$ cat src/rtl/alu_control_seq.sv
// alu_control_seq: sequential ALU control decoder for the RV32 core.
// Decodes ALUOp/func7/func3 into an ALU opcode, registers it behind a
// valid/ready handshake, and sequences multi-cycle M-extension ops.
//
// Build option: define RV_M_EXT_EN to enable MUL/MULH/DIV/REM decode and
// the BUSY latency path. Without it, func7=0000001 decodes as illegal and
// busy is tied low.
//
// Ports:
//   clk, rst_n            clock, asynchronous active-low reset
//   in_valid / in_ready   request handshake
//   ALUOp, func7, func3   decode inputs, sampled only at accept
//   flush                 synchronous kill of the in-flight op
//   out_valid / out_ready result handshake
//   alu_opcode            registered opcode (upper OPC_W-4 bits zero)
//   illegal               undecodable encoding, qualified by out_valid
//   busy                  a multi-cycle op is counting
module alu_control_seq #(
  parameter int unsigned OPC_W   = 4,
  parameter int unsigned MUL_LAT = 3,
  parameter int unsigned DIV_LAT = 8
) (
  input  logic             clk,
  input  logic             rst_n,
  input  logic             in_valid,
  output logic             in_ready,
  input  logic [1:0]       ALUOp,
  input  logic [6:0]       func7,
  input  logic [2:0]       func3,
  input  logic             flush,
  output logic             out_valid,
  input  logic             out_ready,
  output logic [OPC_W-1:0] alu_opcode,
  output logic             illegal,
  output logic             busy
);

  if (OPC_W < 4 || MUL_LAT < 2 || MUL_LAT > 15 || DIV_LAT < 2 || DIV_LAT > 15) begin : g_param_check
    $error("alu_control_seq: parameter out of range");
  end

  localparam logic [3:0] OP_AND  = 4'b0000;
  localparam logic [3:0] OP_OR   = 4'b0001;
  localparam logic [3:0] OP_ADD  = 4'b0010;
  localparam logic [3:0] OP_XOR  = 4'b0011;
  localparam logic [3:0] OP_SLL  = 4'b0100;
  localparam logic [3:0] OP_SRL  = 4'b0101;
  localparam logic [3:0] OP_SUB  = 4'b0110;
  localparam logic [3:0] OP_SRA  = 4'b0111;
  localparam logic [3:0] OP_SLT  = 4'b1000;
  localparam logic [3:0] OP_SLTU = 4'b1001;
  localparam logic [3:0] OP_ILL  = 4'b1111;

  localparam logic [6:0] F7_BASE = 7'b0000000;
  localparam logic [6:0] F7_ALT  = 7'b0100000;

`ifdef RV_M_EXT_EN
  localparam logic [6:0] F7_MD   = 7'b0000001;
  localparam logic [3:0] OP_MUL  = 4'b1010;
  localparam logic [3:0] OP_MULH = 4'b1011;
  localparam logic [3:0] OP_DIV  = 4'b1100;
  localparam logic [3:0] OP_REM  = 4'b1101;

  // Counter reload: one cycle is spent entering BUSY and one leaving it,
  // so out_valid appears exactly LAT cycles after the accept edge.
  localparam logic [3:0] MUL_CNT = 4'(MUL_LAT - 2);
  localparam logic [3:0] DIV_CNT = 4'(DIV_LAT - 2);

  typedef enum logic [1:0] {
    S_IDLE = 2'd0,
    S_DONE = 2'd1,
    S_BUSY = 2'd2
  } state_t;
`else
  typedef enum logic {
    S_IDLE = 1'b0,
    S_DONE = 1'b1
  } state_t;
`endif

  state_t     state_q, state_d;
  logic [3:0] opc_q, opc_d;
  logic       ill_q, ill_d;
  logic [3:0] dec_op;
  logic       dec_ill;
  logic       accept;
`ifdef RV_M_EXT_EN
  logic [3:0] cnt_q, cnt_d;
  logic       dec_mul;
  logic       dec_div;
`endif

  // Base R-type map (func7=0000000), shared by I-type non-shift ops.
  function automatic logic [3:0] base_op(input logic [2:0] f3);
    logic [3:0] op;
    case (f3)
      3'b000:  op = OP_ADD;
      3'b001:  op = OP_SLL;
      3'b010:  op = OP_SLT;
      3'b011:  op = OP_SLTU;
      3'b100:  op = OP_XOR;
      3'b101:  op = OP_SRL;
      3'b110:  op = OP_OR;
      default: op = OP_AND;
    endcase
    return op;
  endfunction

  always_comb begin
    dec_op  = OP_ILL;
    dec_ill = 1'b1;
`ifdef RV_M_EXT_EN
    dec_mul = 1'b0;
    dec_div = 1'b0;
`endif
    case (ALUOp)
      2'b00: begin
        dec_op  = OP_ADD;
        dec_ill = 1'b0;
      end
      2'b01: begin
        dec_op  = OP_SUB;
        dec_ill = 1'b0;
      end
      2'b10: begin
        case (func7)
          F7_BASE: begin
            dec_op  = base_op(func3);
            dec_ill = 1'b0;
          end
          F7_ALT: begin
            if (func3 == 3'b000) begin
              dec_op  = OP_SUB;
              dec_ill = 1'b0;
            end else if (func3 == 3'b101) begin
              dec_op  = OP_SRA;
              dec_ill = 1'b0;
            end
          end
`ifdef RV_M_EXT_EN
          F7_MD: begin
            case (func3)
              3'b000: begin dec_op = OP_MUL;  dec_ill = 1'b0; dec_mul = 1'b1; end
              3'b001: begin dec_op = OP_MULH; dec_ill = 1'b0; dec_mul = 1'b1; end
              3'b100: begin dec_op = OP_DIV;  dec_ill = 1'b0; dec_div = 1'b1; end
              3'b110: begin dec_op = OP_REM;  dec_ill = 1'b0; dec_div = 1'b1; end
              default: ;
            endcase
          end
`endif
          default: ;
        endcase
      end
      default: begin
        // I-type: func7 only qualifies the shift-immediate encodings.
        if (func3 == 3'b001) begin
          if (func7 == F7_BASE) begin
            dec_op  = OP_SLL;
            dec_ill = 1'b0;
          end
        end else if (func3 == 3'b101) begin
          if (func7 == F7_BASE) begin
            dec_op  = OP_SRL;
            dec_ill = 1'b0;
          end else if (func7 == F7_ALT) begin
            dec_op  = OP_SRA;
            dec_ill = 1'b0;
          end
        end else begin
          dec_op  = base_op(func3);
          dec_ill = 1'b0;
        end
      end
    endcase
  end

  always_comb begin
    state_d = state_q;
    opc_d   = opc_q;
    ill_d   = ill_q;
`ifdef RV_M_EXT_EN
    cnt_d   = cnt_q;
`endif

    in_ready = 1'b0;
    case (state_q)
      S_IDLE:  in_ready = 1'b1;
      S_DONE:  in_ready = out_ready;
      default: in_ready = 1'b0;
    endcase
    accept = in_valid & in_ready;

    case (state_q)
`ifdef RV_M_EXT_EN
      S_BUSY: begin
        if (cnt_q == '0) begin
          state_d = S_DONE;
        end else begin
          cnt_d = cnt_q - 4'd1;
        end
      end
`endif
      S_DONE: begin
        if (out_ready && !accept) begin
          state_d = S_IDLE;
        end
      end
      default: ;
    endcase

    if (accept) begin
      opc_d   = dec_op;
      ill_d   = dec_ill;
      state_d = S_DONE;
`ifdef RV_M_EXT_EN
      if (dec_mul) begin
        state_d = S_BUSY;
        cnt_d   = MUL_CNT;
      end else if (dec_div) begin
        state_d = S_BUSY;
        cnt_d   = DIV_CNT;
      end
`endif
    end

    // flush wins over a simultaneous accept: the request is dropped and
    // the held result registers are left untouched.
    if (flush) begin
      state_d = S_IDLE;
      opc_d   = opc_q;
      ill_d   = ill_q;
`ifdef RV_M_EXT_EN
      cnt_d   = '0;
`endif
    end
  end

  always_ff @(posedge clk or negedge rst_n) begin
    if (!rst_n) begin
      state_q <= S_IDLE;
      opc_q   <= '0;
      ill_q   <= 1'b0;
`ifdef RV_M_EXT_EN
      cnt_q   <= '0;
`endif
    end else begin
      state_q <= state_d;
      opc_q   <= opc_d;
      ill_q   <= ill_d;
`ifdef RV_M_EXT_EN
      cnt_q   <= cnt_d;
`endif
    end
  end

  always_comb begin
    alu_opcode      = '0;
    alu_opcode[3:0] = opc_q;
  end

  assign out_valid = (state_q == S_DONE);
  assign illegal   = ill_q;
`ifdef RV_M_EXT_EN
  assign busy      = (state_q == S_BUSY);
`else
  assign busy      = 1'b0;
`endif

endmodule
$ cat config.mk
export PLATFORM = sky130hd
export DESIGN_NAME = alu_control_seq
export DESIGN_NICKNAME = d
export VERILOG_FILES = /design/src/rtl/alu_control_seq.sv
export SDC_FILE = /design/constraint.sdc
export NUM_CORES = 1
export LEC_CHECK = 0
export ABC_AREA = 1
export BUFFER_PORTS_ARGS = -buffer_cell sky130_fd_sc_hd__buf_2
export CAP_MARGIN = 20
export CORE_AREA = 2 2 39 41
export DETAILED_ROUTE_END_ITERATION = 10
export DIE_AREA = 0 0 41 43
export GPL_TIMING_DRIVEN = 0
export PLACE_DENSITY = 0.79
export SYNTH_ARGS = -nofsm -noshare
export SYNTH_HDL_FRONTEND = slang
export SYNTH_SLANG_ARGS = --single-unit
$ cat constraint.sdc
create_clock -name clk -period 2.75 [get_ports clk]
set_input_delay 0.275 -clock clk [delete_from_list [all_inputs] [get_ports clk]]
set_output_delay 0.275 -clock clk [all_outputs]
set_load 0.01 [all_outputs]
==> run metrics <==
Hold WC Path Type=input port to flip-flop; Post-synth top cells=nand2_1, nor2_1, inv_1, dfrtp_1, nor2_2; deepest clock path buffer count=2; layout cells sized above 1=0.402; Max Slew Vio Count=0; die height=43 µm; Vias=a little over 600; die span in x=41 µm; # DRC=0; pin count of the biggest net entering global routing=8; WP depth=4; finished layout cell area=around 730 µm²; Post-Syn Area=roughly 560 µm²; crit start category=flip-flop; clk slew on worst S/H paths=0.05 ns; setup_tns=0 ns; Post-Synthesis Cells=90; Post-DP Area=696 µm²; crit path buf inv count=3; vias per std cell=4.59; WP data arrival=approximately 1.1 ns; final hold violation count=0; Initial Util=0.405; pwr dens=around 390 nW/µm²; Finished Layout Cells=133; Synth Warn #=0; CTS Root Cell=clkbuf_4; CTS tree=yes; gr ovfl total=0; crit end category=output port; vias in the first global route=563; DRT iter0 DRCs=9; global placer's final weighted congestion=0.785; P_leak=0.000423 µW; dpl hpwl=roughly 1.0 mm; CP top delay family=flip-flops; final worst hold slack=0.223 ns; CORE AREA=between 1000 and 1500 µm²; clock sinks=6; Die Footprint=1760 µm²; crit-path most repeated cell=inv_1; Synth area leaders=dfrtp_1, nand2_1, nor2_1; total power=284 µW; number of antenna violations at the first check in global routing=0; slowest cell on the critical path=dfrtp_1; MaxCap Viol Count=0; hold depth=2; Yosys cell types=21; I/O Pins=25; Yosys reg bits=6; gr usage total=0.176; row count=14; cells along the critical path=inv_1 -> nor2_1 -> inv_1 -> buf_2; Post-synth ARST share=1.00; ant diodes=0; most numerous cell in the Yosys netlist=nand2_1; Worst Path Max Fanout=3; Mapped Nets=107; Final nets=136; Avg WL per Cell=9.48 µm; CTS resizes=0; Post-Place Cells=129; critical path class=flip-flop to output port; Avg Cell Area, Syn=6.23 µm²; worst-case reg-to-reg path depth=7; number of detailed-route iterations in the first pass=4; Post-Route WL=1.26 mm; Top FF cell, synth=dfrtp_1; Num CTS Buffers=3; status=finished clean; clk_lat worst skew=0.26 ns; post-route ant nets=0; EDFF count, synth=0; H-tree depth=1; final setup fails=0; RSZ-0062 raised after global routing=false; Worst Skew=0.00604 ns; Final min period=roughly 1.4 ns; top-area cell type share of the netlist area=0.268; Seq/Total Area, Yosys=0.268; Buffers on Ports=23; first-pass GRT wire length=2.15 mm; crit share post-route=0.496; CP peak stage delay=0.33 ns; Max Freq=733 MHz; P&R area growth vs syn=29.9%; largest area contributor in the netlist=dfrtp_1; Worst EP required=2.48 ns; Max VDD drop=~0.18 mV
-- worst register-to-register path, stage by stage, from the launching register on --
cell,delay [ns]
dfrtp_1,0.36
inv_1,0.05
nor2_1,0.06
nor3_4,0.25
inv_1,0.12
nor2_1,0.10
nand2_1,0.06
nand2_1,0.05
-- power breakdown --
| group | switching (µW) | internal, µW | leakage (µW) | total [µW] |
|---|---|---|---|---|
| combinational | 49.3 | 35.8 | 0.000339 | 85.1 |
| clock | 42.6 | 50.1 | 0.0000138 | 92.7 |
| sequential | 5.75 | 100 | 0.0000699 | 106 |
-- metal layers --
metal  GRT usage  wire, µm  vias up
met5           0         0        -
met4      0.0800        20        0
met3      0.0157        50        3
met2       0.294       663       15
met1       0.213       526      268
li1            -         -      324
-- layout make-up --
type / count / area, µm²
tap: 16 / 20.0
buffer: 1 / 7.51
timing repair buffer: 24 / 125
sequential: 6 / 150
clock buffer: 3 / 22.5
multi-input combinational: 66 / 338
inverter: 17 / 65.1
fill: 146 / 656
-- timing repair --
item,in CTS,in global routing
endpoints found under the hold margin,6,0
hold buffers,1,0
buffers inserted,0,0
-- through the flow --
stage | worst slack (ns) | util
after floorplan | 1.68 | -
after global placement | 1.56 | 0.503
after detailed placement | 1.55 | 0.503
after CTS | 1.37 | 0.526
after global routing | 1.32 | 0.526
final | 1.39 | 0.526
-- flip-flops by register name, indices dropped and copies added (netlist names) --
name and flops:
alu_opcode 4, illegal 1, out_valid 1
-- layout by cell type (no fill, tap or decap), types with 3 or more instances in the layout --
cell / count
nand3_2: 3
clkbuf_4: 3
nor2_2: 5
nor2_1: 17
dfrtp_1: 6
inv_1: 11
a21oi_1: 4
nand2_1: 21
nand3_1: 4
buf_2: 23
inv_2: 4
nand2_2: 4
-- kinds of logic after synthesis --
kind of cell / after synthesis / synth area share
buffers and inverters: 18 / 0.129
AND/OR/NAND/NOR: 56 / 0.493
XOR/XNOR: 1 / 0.0156
flip-flops: 6 / 0.268
other: 1 / 0.00669
AO/OA/AOI/OAI: 8 / 0.0871
-- path summary, 6_finish.rpt --
check / startpoint / to / slack (ns)
setup / recovery: out_valid / in_ready / 1.39
hold / removal: flush / out_valid / 0.22
setup reg to reg: out_valid / alu_opcode[2] / 1.63
hold reg to reg: alu_opcode[2] / alu_opcode[2] / 0.48
max in group asynchronous: rst_n / illegal / 2.21
min in group asynchronous: rst_n / alu_opcode[1] / 0.38
Power figures use the tool's default switching activity.
